File: src/rtl/counter_cmd_seq_if.sv
// Command handshake bundle between a host command source and counter_cmd_seq.
// Carries cmd_valid/cmd_ready plus the op, load data and repeat length fields.
interface counter_cmd_seq_if #(
    parameter int WIDTH = 16,
    parameter int LEN_W = 8
);
    logic             cmd_valid;
    logic             cmd_ready;
    logic [1:0]       cmd_op;
    logic [WIDTH-1:0] cmd_data;
    logic [LEN_W-1:0] cmd_len;

    modport master (
        output cmd_valid,
        output cmd_op,
        output cmd_data,
        output cmd_len,
        input  cmd_ready
    );

    modport slave (
        input  cmd_valid,
        input  cmd_op,
        input  cmd_data,
        input  cmd_len,
        output cmd_ready
    );
endinterface

File: src/rtl/counter_cmd_seq.sv
// Command sequencer for the up/down load counter, with a registered reference
// model of the counter and a sticky compare-failure flag / saturating count.
// Ports: clk, rst (sync, active-low), cmd (slave command handshake),
// ld_cnt/count_enb/updn_cnt/data_in (to counter), data_out (from counter),
// busy, expected, mismatch, err_cnt.
module counter_cmd_seq #(
    parameter int WIDTH = 16,
    parameter int LEN_W = 8
) (
    input  logic             clk,
    input  logic             rst,
    counter_cmd_seq_if.slave cmd,
    output logic             ld_cnt,
    output logic             count_enb,
    output logic             updn_cnt,
    output logic [WIDTH-1:0] data_in,
    input  logic [WIDTH-1:0] data_out,
    output logic             busy,
    output logic [WIDTH-1:0] expected,
    output logic             mismatch,
    output logic [7:0]       err_cnt
);

    typedef enum logic {IDLE, RUN} state_t;

    localparam logic [1:0] OP_HOLD = 2'b00;
    localparam logic [1:0] OP_LOAD = 2'b01;
    localparam logic [1:0] OP_UP   = 2'b10;
    localparam logic [1:0] OP_DOWN = 2'b11;

    state_t           state, state_n;
    logic [LEN_W-1:0] rem, rem_n;
    logic             ld_n, en_n, ud_n;
    logic [WIDTH-1:0] din_n;
    logic             accept;

    // Ready in IDLE or in the last RUN cycle, so commands chain without a bubble.
    assign cmd.cmd_ready = rst && (state == IDLE || rem == '0);
    assign accept        = cmd.cmd_valid && cmd.cmd_ready;

    always_comb begin
        state_n = state;
        rem_n   = rem;
        ld_n    = ld_cnt;
        en_n    = count_enb;
        ud_n    = updn_cnt;
        din_n   = data_in;
        if (accept) begin
            state_n = RUN;
            rem_n   = cmd.cmd_len;
            ld_n    = 1'b1;
            en_n    = 1'b1;
            ud_n    = 1'b1;
            din_n   = '0;
            unique case (cmd.cmd_op)
                OP_HOLD: en_n = 1'b0;
                OP_LOAD: begin
                    // Enable stays high: load with enable low is illegal.
                    ld_n  = 1'b0;
                    din_n = cmd.cmd_data;
                    rem_n = '0;
                end
                OP_UP:   ud_n = 1'b1;
                OP_DOWN: ud_n = 1'b0;
            endcase
        end else if (state == RUN) begin
            if (rem == '0) begin
                state_n = IDLE;
                ld_n    = 1'b1;
                en_n    = 1'b0;
                ud_n    = 1'b1;
                din_n   = '0;
            end else begin
                rem_n = rem - LEN_W'(1);
            end
        end
    end

    always_ff @(posedge clk) begin
        if (!rst) begin
            state     <= IDLE;
            rem       <= '0;
            ld_cnt    <= 1'b1;
            count_enb <= 1'b0;
            updn_cnt  <= 1'b1;
            data_in   <= '0;
            busy      <= 1'b0;
        end else begin
            state     <= state_n;
            rem       <= rem_n;
            ld_cnt    <= ld_n;
            count_enb <= en_n;
            updn_cnt  <= ud_n;
            data_in   <= din_n;
            busy      <= (state_n == RUN);
        end
    end

    // Reference model follows the registered pins, exactly as the counter sees them.
    always_ff @(posedge clk) begin
        if (!rst) begin
            expected <= '0;
            mismatch <= 1'b0;
            err_cnt  <= '0;
        end else begin
            if (!ld_cnt) begin
                expected <= data_in;
            end else if (count_enb) begin
                expected <= updn_cnt ? expected + WIDTH'(1)
                                     : expected - WIDTH'(1);
            end
            if (data_out != expected) begin
                mismatch <= 1'b1;
                if (err_cnt != 8'hFF) begin
                    err_cnt <= err_cnt + 8'd1;
                end
            end
        end
    end

endmodule

File: src/flat_wrapper.sv
// flat-port wrapper written by rule: the top's interface ports become plain ports
module counter_cmd_seq_flat 
#(
    parameter int WIDTH = 16,
    parameter int LEN_W = 8
)
  (clk, rst, ld_cnt, count_enb, updn_cnt, data_in, data_out, busy, expected, mismatch, err_cnt, cmd_cmd_valid, cmd_cmd_op, cmd_cmd_data, cmd_cmd_len, cmd_cmd_ready);
  counter_cmd_seq_if #(.WIDTH(WIDTH), .LEN_W(LEN_W)) cmd_i ();
  input  logic clk;
  input  logic rst;
  output logic ld_cnt;
  output logic count_enb;
  output logic updn_cnt;
  output logic [WIDTH-1:0] data_in;
  input  logic [WIDTH-1:0] data_out;
  output logic busy;
  output logic [WIDTH-1:0] expected;
  output logic mismatch;
  output logic [7:0] err_cnt;
  input wire logic [$bits(cmd_i.cmd_valid)-1:0] cmd_cmd_valid;
  input wire logic [$bits(cmd_i.cmd_op)-1:0] cmd_cmd_op;
  input wire logic [$bits(cmd_i.cmd_data)-1:0] cmd_cmd_data;
  input wire logic [$bits(cmd_i.cmd_len)-1:0] cmd_cmd_len;
  output wire logic [$bits(cmd_i.cmd_ready)-1:0] cmd_cmd_ready;
  assign cmd_i.cmd_valid = cmd_cmd_valid;
  assign cmd_i.cmd_op = cmd_cmd_op;
  assign cmd_i.cmd_data = cmd_cmd_data;
  assign cmd_i.cmd_len = cmd_cmd_len;
  assign cmd_cmd_ready = cmd_i.cmd_ready;
  counter_cmd_seq #(.WIDTH(WIDTH), .LEN_W(LEN_W)) u_core (.clk(clk), .rst(rst), .cmd(cmd_i), .ld_cnt(ld_cnt), .count_enb(count_enb), .updn_cnt(updn_cnt), .data_in(data_in), .data_out(data_out), .busy(busy), .expected(expected), .mismatch(mismatch), .err_cnt(err_cnt));
endmodule
File: config.mk
export PLATFORM = sky130hd
export DESIGN_NAME = counter_cmd_seq_flat
export DESIGN_NICKNAME = d
export VERILOG_FILES = /design/src/rtl/counter_cmd_seq_if.sv /design/src/rtl/counter_cmd_seq.sv /design/src/flat_wrapper.sv
export SDC_FILE = /design/constraint.sdc
export NUM_CORES = 1
export LEC_CHECK = 0
export CAP_MARGIN = 20
export CORE_ASPECT_RATIO = 1.75
export CORE_MARGIN = 3
export CORE_UTILIZATION = 45
export DETAILED_ROUTE_END_ITERATION = 10
export HOLD_SLACK_MARGIN = 0.03
export PLACE_DENSITY = 0.78
export SLEW_MARGIN = 5
export SYNTH_ARGS = -nofsm -noshare
export SYNTH_HDL_FRONTEND = slang
export SYNTH_SLANG_ARGS = --single-unit
File: constraint.sdc
create_clock -name clk -period 3.2 [get_ports clk]
set_input_delay 0.64 -clock clk [delete_from_list [all_inputs] [get_ports clk]]
set_output_delay 0.64 -clock clk [all_outputs]
set_load 0.1 [all_outputs]
; ---- Yosys cells after proc, flatten, opt, wreduce, memory -nomap -nowiden
; Cells that the tools add are included.
[word_totals]
wordCells = 54
inputBits = 45
latch_bits = 0
n_memories = 0
reg_bits = 53
rom_bits = 0
output_inout_bits = 46
ramBits = 0
[op_classes]
reduce_logical = 10
n_addsub = 4
order_cmp = 0
mux = 24
eq_ne = 6
n_div = 0
bitwise = 1
multipliers = 0
shift = 0
[ops]
columns = cell, count
row1 = 16-bit two-way mux, 7
row2 = 8-bit two-way mux, 4
row3 = "16-bit by 1-bit adder with 16-bit output, second input constant", 1
row4 = 16-bit != test, 1
row5 = "16-bit by 1-bit subtractor with 16-bit output, second input constant", 1
row6 = 1-bit two-way mux, 13
row7 = "8-bit by 1-bit adder with 8-bit output, second input constant", 1
row8 = 8-bit logical NOT, 1
row9 = "8-bit != test, second input constant", 1
row10 = "8-bit by 1-bit subtractor with 8-bit output, second input constant", 1
row11 = 2-bit AND reduction, 3
row12 = 2-bit nonzero test, 2
row13 = "2-bit by 1-bit equality test with 1-bit output, second input constant", 1
row14 = "2-bit equality test, second input constant", 1
row15 = 1-bit logical AND, 2
row16 = 2-bit logical NOT, 1
row17 = "2-bit by 1-bit != test with 1-bit output, second input constant", 1
row18 = "2-bit != test, second input constant", 1
row19 = 1-bit logical OR, 1
row20 = 1-bit NOT, 1

; ---- Logic depth before layout (Yosys ltp)
; Gate-level depths: netlist (run 1).
[depth]
ltp_word = 6
mapped_depth = 9
depth_no_buf = 8

; ---- Worst setup path before layout (run 1)
; Ideal clock, no wire load.
[synth_path]
path_kind = reg2reg
start = register u_core.updn_cnt
end = register u_core.expected[15]
setup_time_ns = 0.080
arrival_ns = 3.316
synth_period_minus_slack_ns = 3.396
n_path_buf = 0
path_stages_with_launch = 9
path_slack_ns = -0.196
required_ns = 3.120
cell_sequence = dfxtp_1 inv_1 ha_1 o21ai_0 o21bai_1 nand3_1 or4_1 a211o_1 o211ai_1
[synth_via]
elab_chain_cells = 3
[synth_rtl]
columns = item, line_no
row1 = "start, declared", counter_cmd_seq.sv:15  ; output logic updn_cnt,
row2 = "start signal, assigned", counter_cmd_seq.sv:93  ; updn_cnt <= ud_n;
row3 = 16-bit two-way mux, counter_cmd_seq.sv:109  ; expected <= updn_cnt ? expected + WIDTH'(1)
row4 = 16-bit two-way mux, counter_cmd_seq.sv:108  ; end else if (count_enb) begin
row5 = 16-bit two-way mux, counter_cmd_seq.sv:106  ; if (!ld_cnt) begin
row6 = "end signal, assigned", counter_cmd_seq.sv:107  ; expected <= data_in;
row7 = "end signal, assigned", counter_cmd_seq.sv:109
row8 = "end, declared", counter_cmd_seq.sv:19  ; output logic [WIDTH-1:0] expected,
; No other way between the ends. The select of a mux whose other input is x is not followed.
; A chain may end at the register's enable or synchronous reset.

; ---- Worst setup path after layout (run 1)
; Ends and elaborated chain as after synthesis.

==> metrics.txt, run 1 <==
clock sinks=53; first-pass GRT wire length=14400 um; Max Cap Viol=0; cells on worst reg2reg path=8; asr flop ratio synth=0%; combinational share of power=30.5%; Max Clock Freq=between 300 and 400 MHz; syn nets=around 430; core area=between 0.006 and 0.007 sq mm; nets@finish=approximately 520; Worst Hold Depth=2; Hold WC Path Type=register to register; P_sw=roughly 680 uW; post-route cell area=0.00422 sq mm; R2R setup slack=0.39 ns; Routability Congestion=just over 0.9; drt drc=0; Num CTS Buffers=5; most frequent cells in the layout=dfxtp_1 (52), buf_4 (51), clkdlybuf4s50_1 (44), a21oi_1 (35), xnor2_1 (31); DP HPWL=6940 um; Worst R2R End=u_core.expected[15]; CP Max Fanout=15; post-place setup slack=roughly 0.49 ns; switching part of the total power=34.3%; maximum vdd drop=around 0.00040 V; postcts setup bufs=0; cts hold-fix bufs=0; antenna cells=0; Unique masters post-synth=52; die area=between 0.008 and 0.009 sq mm; CTS max path bufs=2; Setup CP Type=register to register; main flop type after synthesis=dfxtp_1; largest net degree at the start of global routing=24; CTS tree=yes; PwrDens=470 mW/mm^2; Hold Startpoint=u_core.mismatch; Slew Limit Fails=0; CTS Root Cell=clkbuf_16; Period minus WS final=2.81 ns; Die Y=between 100 and 150 um; Leak=0.00176 uW; CTS resizes=0; initial antenna violation count=0; Die W=between 60 and 70 um; Fin. Hold Viols=0; mapped cell area=0.00317 sq mm; antenna viol nets, final=0; Worst-Margin Slew=0.612 ns; Final setup viols=0; Starting Density=a little under half; unrepaired setup endpoints after global routing=no; num ports=91; Total Wirelength=between 8000 and 9000 um; GRT overflow=0; Skew-Pair Late Insertion Delay=0.29 ns; CTS clock-pin slew for the worst setup and hold paths=0.07 ns; Clock power frac=31.5%; r2r startpoint=u_core.updn_cnt; DR iter-0 viols=252; Final period util=88.0%; Critical Path AT=3.04 ns; vias post-DR=3089; detailed-route wire length per cell=16.5 um; layout cells sized above 1=15.0%; P_int=1300 uW; DP Area=a little over 0.004 sq mm; first drt pass iteration count=4; Syn Inst Count=370; Area Overhead vs Synth=33.3%; synth warn=0; Seq cells post-synth=53; crit end category=register; Worst Path Required=3.42 ns; Worst Hold Endpoint=u_core.mismatch; GRT Total Usage=22.2%; register area share after synthesis=33.5%; sequential share of power=37.9%; H-tree depth=2; Std-Cell Rows=39; Max-slew headroom=58.9%; Final WS setup=0.385 ns; synthesized area per cell=8.56 sq um; Final Skew=0.00713 ns; Worst setup SP type=register; setup TNS=0 ns; vias in the first global route=around 3.1k; commonest non-fill, non-tap cell in the layout=dfxtp_1; number of synthesized flops with an enable pin=0; status=finished, final reports clean; Vias per Instance=5.71; I/O Buffers=90
## routing by layer
| metal | up-vias | wire (um) | global-route usage (%) |
|---|---|---|---|
| met5 | - | 0 | 0 |
| met4 | 0 | 359 | 12.9 |
| met3 | 27 | 474 | 5.30 |
| met2 | 93 | 4850 | 42.0 |
| met1 | 1440 | 3250 | 22.0 |
| li1 | 1529 | - | - |
## power groups by stage
stage | Combinational, uW | Sequential (uW) | Clock (uW)
floorplan | 258 | 938 | 0
detailed placement | 604 | 766 | 0
global route | 651 | 757 | 661
CTS | 607 | 751 | 641
finish | 606 | 752 | 625
global placement | 595 | 764 | 0
## cell families (layout without fill, tap and decap cells)
| kind of cell | Yosys count | after routing | share of synthesized area, % |
|---|---|---|---|
| AO/OA/AOI/OAI | 119 | 119 | 25.5 |
| XOR/XNOR | 32 | 32 | 8.85 |
| adder cells (fa/ha/maj) | 18 | 18 | 7.35 |
| buffers and inverters | 30 | 119 | 3.95 |
| flip-flops | 53 | 53 | 33.5 |
| multiplexers | 11 | 11 | 3.48 |
| AND/OR/NAND/NOR | 107 | 107 | 17.3 |
## state kept, by name (all words and copies together), names as in the netlist
| signal | cells |
|---|---|
| u_core.busy | 1 |
| u_core.count_enb | 1 |
| u_core.data_in | 16 |
| u_core.err_cnt | 8 |
| u_core.expected | 16 |
| u_core.ld_cnt | 1 |
| u_core.mismatch | 1 |
| u_core.rem | 8 |
| u_core.updn_cnt | 1 |
## metrics by stage
| step | power (uW) | cells | util (%) | hold slack (ns) |
|---|---|---|---|---|
| after floorplan | 1200 | 370 | - | 0.470 |
| after global placement | 1360 | 533 | 60.5 | 0.444 |
| after detailed placement | 1370 | 533 | 60.5 | 0.448 |
| after CTS | 2000 | 541 | 63.1 | 0.462 |
| after global routing | 2070 | 541 | 63.1 | 0.485 |
| final | 1980 | 541 | 63.1 | 0.457 |
## synthesized netlist by cell type, types with 2 or more instances
cell type | number | share of area (%)
dfxtp_1 | 53 | 34
a21oi_1 | 35 | 5.5
xnor2_1 | 31 | 8.6
nor2_1 | 30 | 3.6
nand2_1 | 26 | 3.1
o21ai_0 | 18 | 2.8
ha_1 | 17 | 6.7
a22o_1 | 16 | 4.4
inv_1 | 15 | 1.8
clkbuf_1 | 11 | 1.3
mux2i_1 | 11 | 3.5
nand2b_1 | 10 | 2.0
a211oi_1 | 9 | 2.1
nand3_1 | 9 | 1.4
nor3_1 | 9 | 1.4
a31oi_1 | 8 | 1.6
o211ai_1 | 6 | 1.4
o21bai_1 | 5 | 1.2
and3_1 | 4 | 0.79
nand4_1 | 4 | 0.79
nor4_1 | 3 | 0.59
a2111oi_0 | 2 | 0.55
a21o_1 | 2 | 0.47
a311oi_1 | 2 | 0.55
a31o_2 | 2 | 0.55
buf_1 | 2 | 0.24
nand4b_1 | 2 | 0.55
o21a_1 | 2 | 0.47
o2bb2ai_1 | 2 | 0.55
o31ai_1 | 2 | 0.47
## final cells by class
cell class                 instances  area (sq um)
timing repair buffer              96           843
clock buffer                       7           143
tap                               82           103
fill                             590          2460
inverter                          15          56.3
multi-input combinational        287          1980
sequential                        53          1060
clock inverter                     1          30.0
## worst max-delay path, cell delays in order (launching register included)
cell,delay (ns)
dfxtp_2,0.37
inv_1,0.27
ha_1,0.49
o21ai_0,0.15
o21ai_1,0.29
nand3_1,0.19
or4_1,0.58
a211o_1,0.32
o211ai_1,0.09
## worst max-delay path by stage
stage	start	end	slack, ns	cells past startpoint
final	u_core.updn_cnt	u_core.expected[15]	0.39	8
after global routing	u_core.updn_cnt	u_core.expected[15]	0.22	8
after CTS	u_core.updn_cnt	u_core.expected[15]	0.47	8
after detailed placement	u_core.updn_cnt	u_core.expected[15]	0.49	8
after global placement	u_core.updn_cnt	u_core.expected[15]	0.59	8
after floorplan	u_core.rem[2]	cmd_cmd_ready	0.27	4
Note: power is estimated with default switching activity, not from simulation.
==> run 2: changes to the inputs <==
- SETUP_SLACK_MARGIN: default -> 0.4
==> metrics.txt, run 2 (synthesis results as in run 1) <==
status=finished, final reports clean; Die Y=117 um (unchanged); crit end category=primary output; first-pass GRT wire length=14500 um (+0.15%); Hold WC Path Type=register to register; layout cells sized above 1=15.7% (+0.62 points); CTS max path bufs=2 (unchanged); die area=0.00812 sq mm (unchanged); DP HPWL=6940 um (-0.11%); Max Cap Viol=0 (unchanged); CTS clock-pin slew for the worst setup and hold paths=0.06 ns (about the same); Total Wirelength=8830 um (-1.2%); Setup CP Type=register to primary output; Top Usage Layer GRT=met2; CP Max Fanout=17 (+2); DR iter-0 viols=179 (-29%); clock sinks=53 (unchanged); vias in the first global route=3100 (-0.51%); H-tree depth=2 (unchanged); Worst setup SP type=register; I/O Buffers=90 (unchanged); Std-Cell Rows=39 (unchanged); most frequent cells in the layout=buf_4 (52), dfxtp_1 (52), clkdlybuf4s50_1 (44), a21oi_1 (35), xnor2_1 (31); Routability Congestion=0.915 (+0.66%); routing usage on met2=42.0% (+0.064 points); Critical Path AT=2.03 ns (-1.01 ns); core area=0.00669 sq mm (unchanged); drt drc=0 (unchanged); PwrDens=464 mW/mm^2 (-1.2%); leading registers by flop count=u_core.data_in x16, u_core.expected x16; worst path cell trace=or4_4 > o41a_4 > nor2_4 > buf_12; post-route cell area=0.00423 sq mm (+0.30%); GRT met3 Usage=4.62% (-0.68 points); met1 GRT Util=22.5% (+0.54 points); maximum vdd drop=0.000457 V (+14%); Num CTS Buffers=5 (unchanged); first drt pass iteration count=4 (unchanged); nets@finish=522 (+0.19%); Final Skew=0.00671 ns (-0.000424 ns); DP Area=0.00406 sq mm (+0.19%); unrepaired setup endpoints after global routing=no; cts hold-fix bufs=0 (unchanged); Final setup viols=0 (unchanged); critical path's largest stage delay=0.57 ns (about the same); Starting Density=47.4% (unchanged); vias post-DR=3072 (-0.55%); Worst-Margin Slew=0.564 ns (-0.0481 ns); Die W=69.4 um (unchanged); Leak=0.00175 uW (-0.51%); antenna viol nets, final=0 (unchanged); GRT overflow=0 (unchanged); Top delay family on crit path=simple AND/OR/NAND/NOR gates; Skew-Pair Late Insertion Delay=0.29 ns (about the same); Vias per Instance=5.67 (-0.73%); Period minus WS final=2.67 ns (-0.147 ns); Worst Path Required=2.56 ns (-0.86 ns); antenna cells=0 (unchanged); detailed-route wire length per cell=16.3 um (-1.4%); CTS tree=yes; setup TNS=0 ns (unchanged); Area Overhead vs Synth=33.7%; Worst path slowest cell=or4_4; largest net degree at the start of global routing=24 (unchanged); GRT Total Usage=22.1% (-0.14 points); Fin. Hold Viols=0 (unchanged); Max Clock Freq=375 MHz (+5.5%); initial antenna violation count=0 (unchanged); num ports=91 (unchanged); Bufs and invs on worst path=1 (unchanged); Max-slew headroom=62.1% (+3.2 points); CTS Root Cell=clkbuf_16; Final period util=83.4% (-4.6 points); Slew Limit Fails=0 (unchanged)
[run 2: cell types whose count changed in the layout (fill, tap and decap cells not counted), sizes merged]
cell and change:
buf +1, clkbuf -1, clkinv +1, clkinvlp +1
inv -1
[run 2: layout make-up]
| cell class | instances | area (sq um) |
|---|---|---|
| sequential | 53 | 1060 |
| inverter | 15 | 60.1 |
| multi-input combinational | 287 | 1990 |
| clock buffer | 6 | 129 |
| timing repair buffer | 97 | 851 |
| tap | 82 | 103 |
| fill | 577 | 2450 |
| clock inverter | 2 | 35.0 |
[run 2: metal layers]
metal  part of all wire, %  up-vias
li1                      -     1536
met1                    38     1433
met2                    54       82
met3                   4.8       21
met4                   3.6        0
met5                     0        -
[run 2: worst reg2reg max path, delay by kind of cell, from the launching register on]
| kind | cells | cell delay, ns |
|---|---|---|
| AO/OA/AOI/OAI | 4 | 0.76 |
| AND/OR/NAND/NOR | 2 | 0.77 |
| buffers and inverters | 1 | 0.16 |
| adder cells (fa/ha/maj) | 1 | 0.41 |
| flip-flops | 1 | 0.38 |
[run 2: report_power, final]
| group | switching, uW | leakage [uW] | internal, uW | total, uW |
|---|---|---|---|---|
| clock | 242 | 0.0000808 | 368 | 610 |
| sequential | 52.1 | 0.000432 | 700 | 752 |
| combinational | 391 | 0.00124 | 213 | 604 |
| total | 684 | 0.00175 | 1280 | 1970 |
[run 2: repair_timing]
item | in CTS | in global routing
setup buffers | 0 | 1
resized for setup | 0 | 2
setup endpoints to repair | 0 | 3
[run 2: worst paths after layout]
check	from	endpoint	slack, ns	cells after the start
worst max register to register	u_core.updn_cnt	u_core.expected[15]	0.64	8
worst min-delay path	u_core.mismatch	u_core.mismatch	0.45	2
worst max-delay path	u_core.rem[2]	cmd_cmd_ready	0.53	4
worst min register to register	u_core.mismatch	u_core.mismatch	0.45	2
[run 2: metrics by stage]
stage                     cells  hold slack (ns)  setup slack [ns]  util [%]  total power [uW]
after global placement      533            0.444             0.600      60.7              1360
final                       542            0.451             0.532      63.3              1970
after floorplan             370            0.470             0.389         -              1200
after detailed placement    533            0.444             0.461      60.7              1370
after global routing        542            0.486             0.442      63.3              2060
after CTS                   541            0.455             0.440      63.1              1980
